### src/rtl/mac_window_accum.sv
// mac_window_accum
//  Sums consecutive unsigned MAC results over a window of WIN_LEN samples and
//  presents each window total on a one-entry valid/ready output buffer. A
//  flush closes a partial window early; an empty window never produces a
//  result.
//
//  Optional feature macro: MAC_ACCUM_AVG_EN
//    defined   -> sum_out carries the window sum >> $clog2(WIN_LEN)
//                 (WIN_LEN must be a power of two)
//    undefined -> sum_out carries the raw window sum
//
//  Ports
//    clk        in   1       clock, all logic on posedge
//    reset      in   1       synchronous reset, active-high
//    in_data    in   DATA_W  MAC result (unsigned)
//    in_valid   in   1       in_data valid
//    in_ready   out  1       stage accepts in_data this cycle
//    flush      in   1       close the current (partial) window
//    sum_out    out  ACC_W   window total (or mean in the averaging build)
//    sum_count  out  CNT_W   number of samples in the emitted window
//    sum_valid  out  1       sum_out/sum_count valid
//    sum_ready  in   1       downstream accepts the result
module mac_window_accum #(
  parameter int DATA_W  = 16,
  parameter int WIN_LEN = 8,
  parameter int CNT_W   = $clog2(WIN_LEN + 1),
  parameter int ACC_W   = DATA_W + $clog2(WIN_LEN)
) (
  input  logic              clk,
  input  logic              reset,
  input  logic [DATA_W-1:0] in_data,
  input  logic              in_valid,
  output logic              in_ready,
  input  logic              flush,
  output logic [ACC_W-1:0]  sum_out,
  output logic [CNT_W-1:0]  sum_count,
  output logic              sum_valid,
  input  logic              sum_ready
);

  // Elaboration-time sanity checks on the window length.
  if (WIN_LEN < 2) begin : g_bad_win_len
    $error("mac_window_accum: WIN_LEN must be >= 2");
  end

`ifdef MAC_ACCUM_AVG_EN
  if ((WIN_LEN & (WIN_LEN - 1)) != 0) begin : g_bad_avg_len
    $error("mac_window_accum: WIN_LEN must be a power of two when averaging");
  end
  localparam int SHIFT = $clog2(WIN_LEN);
`endif

  typedef enum logic {
    ST_ACCUM = 1'b0,
    ST_HOLD  = 1'b1
  } state_t;

  state_t             state_q, state_d;
  logic [ACC_W-1:0]   acc_q, acc_d;
  logic [CNT_W-1:0]   cnt_q, cnt_d;
  logic [ACC_W-1:0]   sum_q, sum_d;
  logic [CNT_W-1:0]   count_q, count_d;

  logic               xfer;
  logic               close_win;
  logic [CNT_W-1:0]   eff_cnt;
  logic [ACC_W-1:0]   acc_next;
  logic [ACC_W-1:0]   result;

  always_comb begin
    state_d   = state_q;
    acc_d     = acc_q;
    cnt_d     = cnt_q;
    sum_d     = sum_q;
    count_d   = count_q;

    xfer      = in_valid && (state_q == ST_ACCUM);
    // Count and sum as they will stand once this cycle's sample (if any) is in.
    eff_cnt   = cnt_q + CNT_W'(xfer);
    acc_next  = xfer ? (acc_q + ACC_W'(in_data)) : acc_q;

    // A window closes when the last slot fills, or on flush provided it
    // would not produce an empty result. Flush is meaningless while holding.
    close_win = (state_q == ST_ACCUM) &&
                ((xfer && (cnt_q == CNT_W'(WIN_LEN - 1))) ||
                 (flush && (eff_cnt != '0)));

`ifdef MAC_ACCUM_AVG_EN
    // Partial windows are still divided by WIN_LEN; consumers rescale
    // using sum_count.
    result    = acc_next >> SHIFT;
`else
    result    = acc_next;
`endif

    case (state_q)
      ST_ACCUM: begin
        if (close_win) begin
          sum_d   = result;
          count_d = eff_cnt;
          acc_d   = '0;
          cnt_d   = '0;
          state_d = ST_HOLD;
        end else begin
          acc_d   = acc_next;
          cnt_d   = eff_cnt;
        end
      end
      ST_HOLD: begin
        // No bypass: the stage reopens for input only on the next cycle.
        if (sum_ready) begin
          state_d = ST_ACCUM;
        end
      end
      default: begin
        state_d = ST_ACCUM;
      end
    endcase
  end

  always_ff @(posedge clk) begin
    if (reset) begin
      state_q <= ST_ACCUM;
      acc_q   <= '0;
      cnt_q   <= '0;
      sum_q   <= '0;
      count_q <= '0;
    end else begin
      state_q <= state_d;
      acc_q   <= acc_d;
      cnt_q   <= cnt_d;
      sum_q   <= sum_d;
      count_q <= count_d;
    end
  end

  assign in_ready  = (state_q == ST_ACCUM);
  assign sum_valid = (state_q == ST_HOLD);
  assign sum_out   = sum_q;
  assign sum_count = count_q;

endmodule
### config.mk
export PLATFORM = sky130hd
export DESIGN_NAME = mac_window_accum
export DESIGN_NICKNAME = d
export VERILOG_FILES = /design/src/rtl/mac_window_accum.sv
export SDC_FILE = /design/constraint.sdc
export NUM_CORES = 1
export LEC_CHECK = 0
export BUFFER_PORTS_ARGS = -buffer_cell sky130_fd_sc_hd__buf_2
export CAP_MARGIN = 20
export CORE_MARGIN = 4
export CORE_UTILIZATION = 30
export CTS_CLUSTER_SIZE = 30
export DETAILED_ROUTE_END_ITERATION = 16
export PLACE_DENSITY = 0.44
export SYNTH_ARGS = -nofsm -noshare
export SYNTH_HDL_FRONTEND = slang
export SYNTH_SLANG_ARGS = --single-unit
### constraint.sdc
create_clock -name clk -period 7.2 [get_ports clk]
set_input_delay 1.08 -clock clk [delete_from_list [all_inputs] [get_ports clk]]
set_output_delay 1.08 -clock clk [all_outputs]
set_load 0.01 [all_outputs]
==> summary.md <==
| Metric | Value |
|---|---|
| H-Tree Depth | 2 |
| Max-slew violation count | 0 |
| DIE AREA | 0.0111 mm² |
| DP Cell Count | 503 |
| Fin area | 0.00326 mm² |
| Core area | 0.00924 mm² |
| Vias | 2660 |
| Seq pwr share | 36.6% |
| Grt ovf | 0 |
| Fraction of layout cells with a size suffix above 1 | 18.8% |
| Power per cell area | 287 mW/mm² |
| Final min period | 4330 ps |
| Worst-Margin Slew | 813 ps |
| Hold slack | 463 ps |
| First-pass GRT wire length | 13200 µm |
| Worst skew pair latency | 300 ps |
| CTS resizes | 0 |
| Iteration count of the initial detailed-routing pass | 4 |
| YS warnings | 0 |
| Post-Syn Nets | 390 |
| Initial antenna violation count | 0 |
| Cell depth of the worst hold path | 2 |
| Comb pwr share | 41.5% |
| Worst path cell trace | buf_2 > nand2_2 > inv_1 > ha_1 > ha_1 > xor2_1 > nor3_1 > a21bo_2 > o21a_1 > nor2_4 > nand3_1 > o221ai_1 |
| # Post-CTS Setup Buffers | 0 |
| WS Path Type | in2reg |
| Post-synth EDFFs | 0 |
| Clock Skew | 7.43 ps |
| Post-Synth Simple-Gate Area | 22.8% |
| Sw power | 0.000373 W |
| Port Buffers | 45 |
| Sw Share | 39.8% |
| # diodes | 0 |
| Crit end category | register |
| Cells after Synth | 350 |
| XOR/XNOR share of the synthesized area | 3.69% |
| CTS tree | done |
| Multiplexer share of the synthesized area | 1.76% |
| Tcrit/Tclk final | 60.1% |
| Slowest cell delay on critical path | 700 ps |
| CTS Root Cell | clkbuf_8 |
| Number of nets with antenna violations after routing | 0 |
| Setup TNS | 0 ps |
| Crit-path most repeated cell | ha_1 |
| Worst path required time | 7420 ps |
| Depth of the most critical reg-to-reg path | 13 |
| # rows | 35 |
| Data arrival, critical path | 4540 ps |
| Clk sink count | 47 |
| Vias per cell | 5.21 |
| Initial DRC count | 164 |
| Nets | 421 |
| Commonest cells post-synth | dfxtp_1 (47), nand2_1 (36), nor2_1 (33), a21oi_1 (28) |
| # DRC | 0 |
| CTS Hold Bufs | 0 |
| GR Util All Layers | 14.6% |
| Crit Path Max Fanout | 37 |
| Total CTS buffers | 5 |
| Compound-cell area share of the yosys netlist | 25.6% |
| DP Area | 0.00314 mm² |
| Initial Utilization | 30.9% |
| Ys flop type | dfxtp_1 |
| Worst-path clk slew | 90 ps |
| Clk pwr share | 21.9% |
| Hold Fails Final Rpt | 0 |
| Worst path slowest cell | nor2_4 |
| Layout overhead on the synthesized area | 14.3% |
| Top-count cell post-synth | dfxtp_1 |
| Worst vdd ir | 0.0955 mV |
| Ys async rst share | 0% |
| Post-synthesis register bit count | 47 |
| Clk buf depth | 2 |
| GPL Wtd Cong | 0.738 |
| Final setup fails | 0 |
| Routed length per instance | 15.8 µm |
| Finished Layout Cells | 511 |
| Die Wd | 105 µm |
| Top cell type's share of synthesized area | 33.0% |
| Die Y | 105 µm |
| Post-DP HPWL | 5880 µm |
| Main combinational cell family by area after synthesis | compound AO/OA/AOI/OAI gates |
| Max Fclk | 0.231 GHz |
| Sequential-to-total area share from yosys stat | 33.0% |
| RSZ-0062 raised after global routing | false |
| Int Pwr | 0.000564 W |
| Cell accounting for the most synthesized area | dfxtp_1 |
| Cell area after synthesis | 0.00285 mm² |
| Num ports | 46 |
| Synth area leaders | dfxtp_1 (33%), ha_1 (7.9%), a21oi_1 (4.9%) |
| HP Class | reg2reg |
| Adder-Cell Fraction of Synth Area | 8.60% |
| Status | completed |
| Nature of the critical path startpoint | primary input |
| Routed WL | 8070 µm |
| Pleak | 1.33 nW |
| Largest net degree at the start of global routing | 41 |
| Max_slew headroom | 45.5% |
| Post-Syn Area per Cell | 8.15 µm² |
| Post-synth cell types | 61 |
| Max Cap Viol | 0 |
| Vias in the first global route | 2487 |
layout make-up:
type,count,area [µm²]
clock buffer,6,82.6
clock inverter,2,35.0
fill,982,5980
inverter,7,26.3
multi-input combinational,274,1780
sequential,47,941
tap,129,161
timing repair buffer,46,233
worst max-delay path: cells and delay by family:
family | cells | cell delay, ps
AND/OR/NAND/NOR | 4 | 1280
AO/OA/AOI/OAI | 3 | 730
buffers and inverters | 2 | 720
adder cells (fa/ha/maj) | 2 | 510
XOR/XNOR | 1 | 220
state kept, by name, summed over array words and instances, names as in the netlist:
signal and flops:
sum_out 19, sum_valid 1, cnt_q 4, sum_count 4, acc_q 19
routing by layer:
layer / vias up / global-route usage [%] / part of all wire (%)
met5: - / 0 / 0
met1: 1232 / 21.4 / 50
met3: 4 / 2.51 / 4.8
met4: 0 / 3.15 / 0.68
li1: 1352 / - / -
met2: 72 / 22.5 / 45
power by group through the flow:
stage          Combinational, W  Sequential (W)  Clock, W
3_5_place_dp           0.000391        0.000349         0
6_report               0.000389        0.000343  0.000205
5_1_grt                0.000436        0.000350  0.000225
3_3_place_gp           0.000390        0.000350         0
4_1_cts                0.000392        0.000344  0.000212
2_1_floorplan          0.000279        0.000352         0
cell families (layout without fill, tap and decap cells):
| family | count (synthesis) | in the layout |
|---|---|---|
| buffers and inverters | 29 | 61 |
| multiplexers | 5 | 5 |
| adder cells (fa/ha/maj) | 19 | 19 |
| XOR/XNOR | 12 | 12 |
| AND/OR/NAND/NOR | 130 | 130 |
| flip-flops | 47 | 47 |
| AO/OA/AOI/OAI | 108 | 108 |
stage by stage:
step | utilization (%) | power (W) | setup slack (ps)
after global placement | 34.0 | 0.000740 | 2720
final | 35.3 | 0.000937 | 2870
after floorplan | - | 0.000631 | 3950
after detailed placement | 34.0 | 0.000740 | 2590
after global routing | 35.3 | 0.00101 | 2550
after CTS | 35.3 | 0.000948 | 2910
worst paths after layout:
kind / startpoint / endpoint / slack (ps)
min reg2reg: sum_count[0]$_SDFFE_PP0P_ / sum_count[0]$_SDFFE_PP0P_ / 460
max reg2reg: sum_valid$_SDFF_PP0_ / sum_out[12]$_SDFFE_PP0P_ / 2940
min: sum_count[0]$_SDFFE_PP0P_ / sum_count[0]$_SDFFE_PP0P_ / 460
max: in_valid / sum_out[12]$_SDFFE_PP0P_ / 2870
placed cells by master, fill, tap and decap left out, types with 6 or more instances in the layout:
master    count
a211oi_1      9
nor3_1       11
xor2_1        7
a31oi_1       7
inv_1         6
nand3_1      18
nor2_1       33
dfxtp_1      47
o21ai_0      13
ha_1         18
buf_2        45
clkbuf_8      6
nand2_1      36
a21oi_1      28
a22oi_1       6
Note: power is estimated with default switching activity, not from simulation.
